--- config.mk ---
export PLATFORM = sky130hd
export DESIGN_NAME = dawg_initiator
export DESIGN_NICKNAME = d
export VERILOG_FILES = /design/src/rtl/dawg_initiator.sv
export SDC_FILE = /design/constraint.sdc
export NUM_CORES = 1
export LEC_CHECK = 0
export ABC_AREA = 1
export CAP_MARGIN = 20
export CORE_ASPECT_RATIO = 1.1
export CORE_UTILIZATION = 35
export CTS_CLUSTER_SIZE = 16
export DETAILED_ROUTE_END_ITERATION = 10
export GPL_ROUTABILITY_DRIVEN = 0
export HOLD_SLACK_MARGIN = 0.05
export SLEW_MARGIN = 10
export SYNTH_ARGS = -nofsm -noshare
export SYNTH_HDL_FRONTEND = slang
export SYNTH_SLANG_ARGS = --single-unit
--- constraint.sdc ---
create_clock -name clk -period 4.5 [get_ports clk]
set_input_delay 0.9 -clock clk [delete_from_list [all_inputs] [get_ports clk]]
set_output_delay 0.9 -clock clk [all_outputs]
set_load 0.01 [all_outputs]
--- src/rtl/dawg_initiator.sv ---
// DAWG cache-partition initiator: accepts host OS/user commands, drives the
// cacheline request interface, returns hit/miss responses and keeps statistics.
`ifndef NUM_WAYS
`define NUM_WAYS 4
`endif
`ifndef ADDR_WIDTH
`define ADDR_WIDTH 8
`endif

module dawg_initiator #(
  parameter int unsigned NUM_WAYS   = `NUM_WAYS,
  parameter int unsigned ADDR_WIDTH = `ADDR_WIDTH,
  parameter int unsigned CNT_WIDTH  = 16
) (
  input  logic                  clk,
  input  logic                  reset,
  input  logic                  cmd_valid,
  output logic                  cmd_ready,
  input  logic                  cmd_os,
  input  logic [NUM_WAYS-1:0]   cmd_hitmap,
  input  logic [ADDR_WIDTH-1:0] cmd_addr,
  output logic                  os_req,
  output logic [NUM_WAYS-1:0]   hitmap,
  output logic                  user_req,
  output logic [ADDR_WIDTH-1:0] addr,
  input  logic                  hit,
  output logic                  rsp_valid,
  input  logic                  rsp_ready,
  output logic                  rsp_hit,
  input  logic                  cnt_clr,
  output logic [CNT_WIDTH-1:0]  hit_cnt,
  output logic [CNT_WIDTH-1:0]  miss_cnt
);

  typedef enum logic [2:0] {
    IDLE,
    OS_ISSUE,
    USER_ISSUE,
    USER_WAIT,
    RESP
  } state_e;

  localparam logic [CNT_WIDTH-1:0] CNT_ONE = {{(CNT_WIDTH-1){1'b0}}, 1'b1};

  state_e                state_q, state_d;
  logic [NUM_WAYS-1:0]   hitmap_q, hitmap_d;
  logic [ADDR_WIDTH-1:0] addr_q, addr_d;
  logic                  rsp_hit_q, rsp_hit_d;
  logic [CNT_WIDTH-1:0]  hit_cnt_q, hit_cnt_d;
  logic [CNT_WIDTH-1:0]  miss_cnt_q, miss_cnt_d;

  always_ff @(posedge clk or negedge reset) begin
    if (!reset) begin
      state_q    <= IDLE;
      hitmap_q   <= '0;
      addr_q     <= '0;
      rsp_hit_q  <= 1'b0;
      hit_cnt_q  <= '0;
      miss_cnt_q <= '0;
    end else begin
      state_q    <= state_d;
      hitmap_q   <= hitmap_d;
      addr_q     <= addr_d;
      rsp_hit_q  <= rsp_hit_d;
      hit_cnt_q  <= hit_cnt_d;
      miss_cnt_q <= miss_cnt_d;
    end
  end

  always_comb begin
    state_d    = state_q;
    hitmap_d   = hitmap_q;
    addr_d     = addr_q;
    rsp_hit_d  = rsp_hit_q;
    hit_cnt_d  = hit_cnt_q;
    miss_cnt_d = miss_cnt_q;

    case (state_q)
      IDLE: begin
        if (cmd_valid) begin
          if (cmd_os) begin
            hitmap_d = cmd_hitmap;
            state_d  = OS_ISSUE;
          end else begin
            addr_d  = cmd_addr;
            state_d = USER_ISSUE;
          end
        end
      end
      OS_ISSUE:   state_d = IDLE;
      USER_ISSUE: state_d = USER_WAIT;
      USER_WAIT: begin
        rsp_hit_d = hit;
        if (hit) begin
          if (!(&hit_cnt_q)) hit_cnt_d = hit_cnt_q + CNT_ONE;
        end else begin
          if (!(&miss_cnt_q)) miss_cnt_d = miss_cnt_q + CNT_ONE;
        end
        state_d = RESP;
      end
      RESP: begin
        if (rsp_ready) state_d = IDLE;
      end
      default: state_d = IDLE;
    endcase

    // Clear overrides any increment taken above in the same cycle.
    if (cnt_clr) begin
      hit_cnt_d  = '0;
      miss_cnt_d = '0;
    end
  end

  assign cmd_ready = (state_q == IDLE);
  assign os_req    = (state_q == OS_ISSUE);
  assign user_req  = (state_q == USER_ISSUE);
  assign rsp_valid = (state_q == RESP);
  assign rsp_hit   = rsp_hit_q;
  assign hitmap    = hitmap_q;
  assign addr      = addr_q;
  assign hit_cnt   = hit_cnt_q;
  assign miss_cnt  = miss_cnt_q;

endmodule

# Word-level counts from Yosys, hierarchy flattened
# Index checks and enable logic that the tools add are counted.
[word_totals] ff_bits=48 output_inout_bits=49 in_bits=19 wordCells=40
[classes] addsub=2 n_reduce_logical=10 eq_ne=9 n_mux=12 bitwise=1
[ops] op="$mux W16" count=8
[ops] op="$add A16 B1 Y16 const B" count=2
[ops] op="$reduce_and A16 Y1" count=2
[ops] op="$pmux W3 S4" count=1
[ops] op="$reduce_and A3 Y1" count=4
[ops] op="$eq A3 B2 Y1 const B" count=2
[ops] op="$mux W3" count=2
[ops] op="$ne A2 B2 Y1 const B" count=3
[ops] op="$ne A2 B1 Y1 const B" count=2
[ops] op="$reduce_bool A2 Y1" count=2
[ops] op="$eq A3 B1 Y1 const B" count=1
[ops] op="$eq A3 B3 Y1 const B" count=1
[ops] op="$logic_not A3 Y1" count=1
[ops] op="$mux W2" count=1
[ops] op="$reduce_and A2 Y1" count=1
[ops] op="$not A1 Y1" count=1

# Logic depth before layout (Yosys ltp)
[logic_depth] ltp_word=5 mapped_depth=10 depth_no_buf=9

# Worst setup path after synthesis
# No wires, ideal clock.
[synth_timing] kind="input -> register" from="in hit" to="reg hit_cnt_q[2], in the netlist hit_cnt[2]" cell_stages=5 path_buffers=1 setup_ns=0.066 arrival_ns=1.677 t_required_ns=4.434 slack_ns=2.758 path_cell_list="nand4_1 nor2_4 buf_2 nand4_1 nand2_1"
[synth_via] elab_chain_cells=2
[synth_lines] item="start: declaration" line="26" source="input logic hit,"
[synth_lines] item="$reduce_bool A2 Y1 (no line)"
[synth_lines] item="$reduce_and A3 Y1 (no line)"
[synth_lines] item="end signal: assignment" line="65" source="hit_cnt_q <= hit_cnt_d;"
[synth_lines] item="end: declaration" line="49" source="logic [CNT_WIDTH-1:0] hit_cnt_q, hit_cnt_d;"
# Every way passes these cells.
# A chain may end at the register's enable or synchronous reset.

# Final worst setup path
[layout_timing] from="reg state_q[0]" to="out user_req"
[layout_via] elab_chain_cells=1
[layout_lines] item="start: declaration" line="45" source="state_e state_q, state_d;"
[layout_lines] item="start signal: assignment" line="61" source="state_q <= state_d;"
[layout_lines] item="$eq A3 B2 Y1" line="116" source="assign user_req = (state_q == USER_ISSUE);"
[layout_lines] item="end: declaration" line="24" source="output logic user_req,"
# Every way passes these cells.

==> flow_summary.ini <==
[critical_path]
startpoint_type = flop
timing.critical_path.arrival_ns = 1.69
critical_path.endpoint_type = primary output
crit_fanout = 6
worst-endpoint-required_ns = 3.60
critPathKind = reg2out

[synth]
synth.largest_area_cell = dfrtp_1
synth_top_area_share = 0.436
ys_seq_elements = 48
synth.area.top_cells = dfrtp_1 (44%), nand2_1 (18%), nand4_1 (6.8%)
synthesized_area_divided_by_synthesized_cell_count_um2 = 7.39
synth.yosys.seq_area_share = 0.436
dominant_combinational_cell_family_by_area_after_synthesis = simple AND/OR/NAND/NOR gates
synth_adder_area_share = 0.00907
synth_flop_cell = dfrtp_1
postSynthCellCount = 373
synth.net_count = 394
yosysWarningCount = 0
yosys.area_share.xor_xnor = 0.0222
ys_async_sr_fraction = 1.00
synth-edff-count = 0
muxShareOfSynthArea = 0
yosysUniqueCellTypes = 24
synth-compound-area-share = 0.0472
post_synth_instance_area_um2 = 2760
simple_gate_fraction_of_synth_area = 0.420

[cts]
clock_insertion_delay_worst_skew_ns = 0.30
postCtsResizedCells = 0
cts_htree_levels = 2
clock-sinks = 48
cts_root_buf = clkbuf_8
post-cts-setup-buffers = 0
worst_setup_hold_path_clk_slew_ns = 0.09
cts_max_path_buffers = 2
cts_tree = built
cts.hold.buffers_added = 0
numCtsBuffers = 5

[detailed_routing]
detailedRoute.firstPassIterationCount = 4
via_density = 4.82
post_route_wl_mm = 6.60
routed_wl_per_cell_um = 12.1
detailedRoute.firstIterationViolations = 125
post-route-drc-count = 0
dr_total_vias = 2629
route.antenna.remaining_nets = 0

[floorplanning]
initial_core_util = 0.365
floorplan.core_area_um2 = 7560
num_rows = 33
dieHeight_um = 95.1
die_area_um2 = 8240
fp.dieW_um = 86.6
design.portCount = 68

[layout]
layout_common_cells = nand2_1 (135), clkdlybuf4s50_1 (66), dfrtp_1 (48)
layout.cells.non_filler = 546
num_antenna_cells = 0
area_growth_pct = 31.8
finish.net_count = 461
most_common_library_cell_in_the_layout_ignoring_fill_and_taps = nand2_1
finalInstanceArea_um2 = 3630
drive_above_1_share = 0.0794

[sta]
worst-slew-pin-transition_ns = 1.01
slew_viol_final = 0
fmax_mhz = 386
final.period_utilization = 0.576
setup-tns-final_ns = 0
final_critical_path_setup_slack_ns = 1.91
finalHoldViolations = 0
final.setup_skew_ns = 0.00672
min_period_ns = 2.59
setup_violations = 0
rel_slew_slack = 0.323
grt_setup_unrepaired = no

[power]
fin_total_pwr_w = 0.00124
power_dens_cells_nw_per_um2 = 340
ir_worst_vdd_mv = 0.218
p_leak_nw = 1.67

[grt]
global_route_usage_sum = 0.175
first_pass_grt_wire_length_mm = 11.4
grt_start_max_net_pins = 49
grt_pass1_vias = 2502
grt_overflow_total = 0
antenna_violations_before_repair = 0

[min_path]
worst_hold_path_type = reg2reg

[place]
place_area_um2 = 3510
io_buffers = 67
placed_cells = 538
dp_hpwl_mm = 4.64
pre_cts_slack_ns = 1.83

[status]
status = complete, no violations

[job]
max_cap_violations = 0
==> layer usage <==
metal	track usage	part of all wire	vias up
met5	0	0	-
met1	0.222	0.47	1226
met2	0.304	0.48	52
met4	0.0597	0.025	0
met3	0.0294	0.033	14
li1	-	-	1337
==> registers in the layout, indices dropped and copies added (netlist names) <==
name / cells
hit_cnt: 16
addr: 8
rsp_hit: 1
miss_cnt: 16
state_q: 3
hitmap: 4
==> cells by family after synthesis <==
logic type,Yosys count
simple gates,250
compound gates,23
buf+inv,43
flops,48
xor+xnor,7
fa+ha+maj,2
==> cells in the mapped netlist, types with 5 or more instances <==
library cell	count
xor2_1	7
dfrtp_1	48
nor2_4	6
nand3_1	20
nor2_1	37
nand4_1	30
o21ai_0	15
nand2_1	135
or2_2	5
inv_1	33
nand2_2	6
o21bai_1	6
==> final cells by class <==
type	count	area, µm²
clock buffers	6	82.6
multi-input cells	282	1380
fillers	746	3920
clock inverters	2	38.8
repair buffers	68	673
flip-flops and latches	48	1200
well taps	105	131
inverters	35	131
==> report_power, final <==
part / switching (W) / internal, W / total [W]
combinational: 0.000183 / 0.000181 / 0.000364
sequential: 0.0000423 / 0.000498 / 0.000540
clock: 0.000150 / 0.000182 / 0.000332
==> final timing paths <==
path / start / endpoint / slack [ns] / cells after the start
min in group asynchronous: reset / hitmap[1] / 0.69 / 2
worst max register to register: hit_cnt[0] / hit_cnt[12] / 2.66 / 9
worst max-delay path: state_q[0] / user_req / 1.91 / 2
worst min-delay path: addr[7] / addr[7] / 0.49 / 2
max in group asynchronous: reset / miss_cnt[13] / 3.39 / 2
worst min register to register: addr[7] / addr[7] / 0.49 / 2
==> through the flow <==
| stage | utilization | hold slack, ns |
|---|---|---|
| 4_1_cts | 0.481 | 0.489 |
| 3_3_place_gp | 0.465 | 0.458 |
| 3_5_place_dp | 0.465 | 0.466 |
| 5_1_grt | 0.481 | 0.526 |
| 2_1_floorplan | - | 0.509 |
| 6_report | 0.481 | 0.487 |
==> critical path, stage by stage (launching register included) <==
cell	delay, ns
dfrtp_1	0.44
nor3_1	0.34
clkdlybuf4s50_1	0.62
No activity file was read; power rests on OpenSTA's default activity.
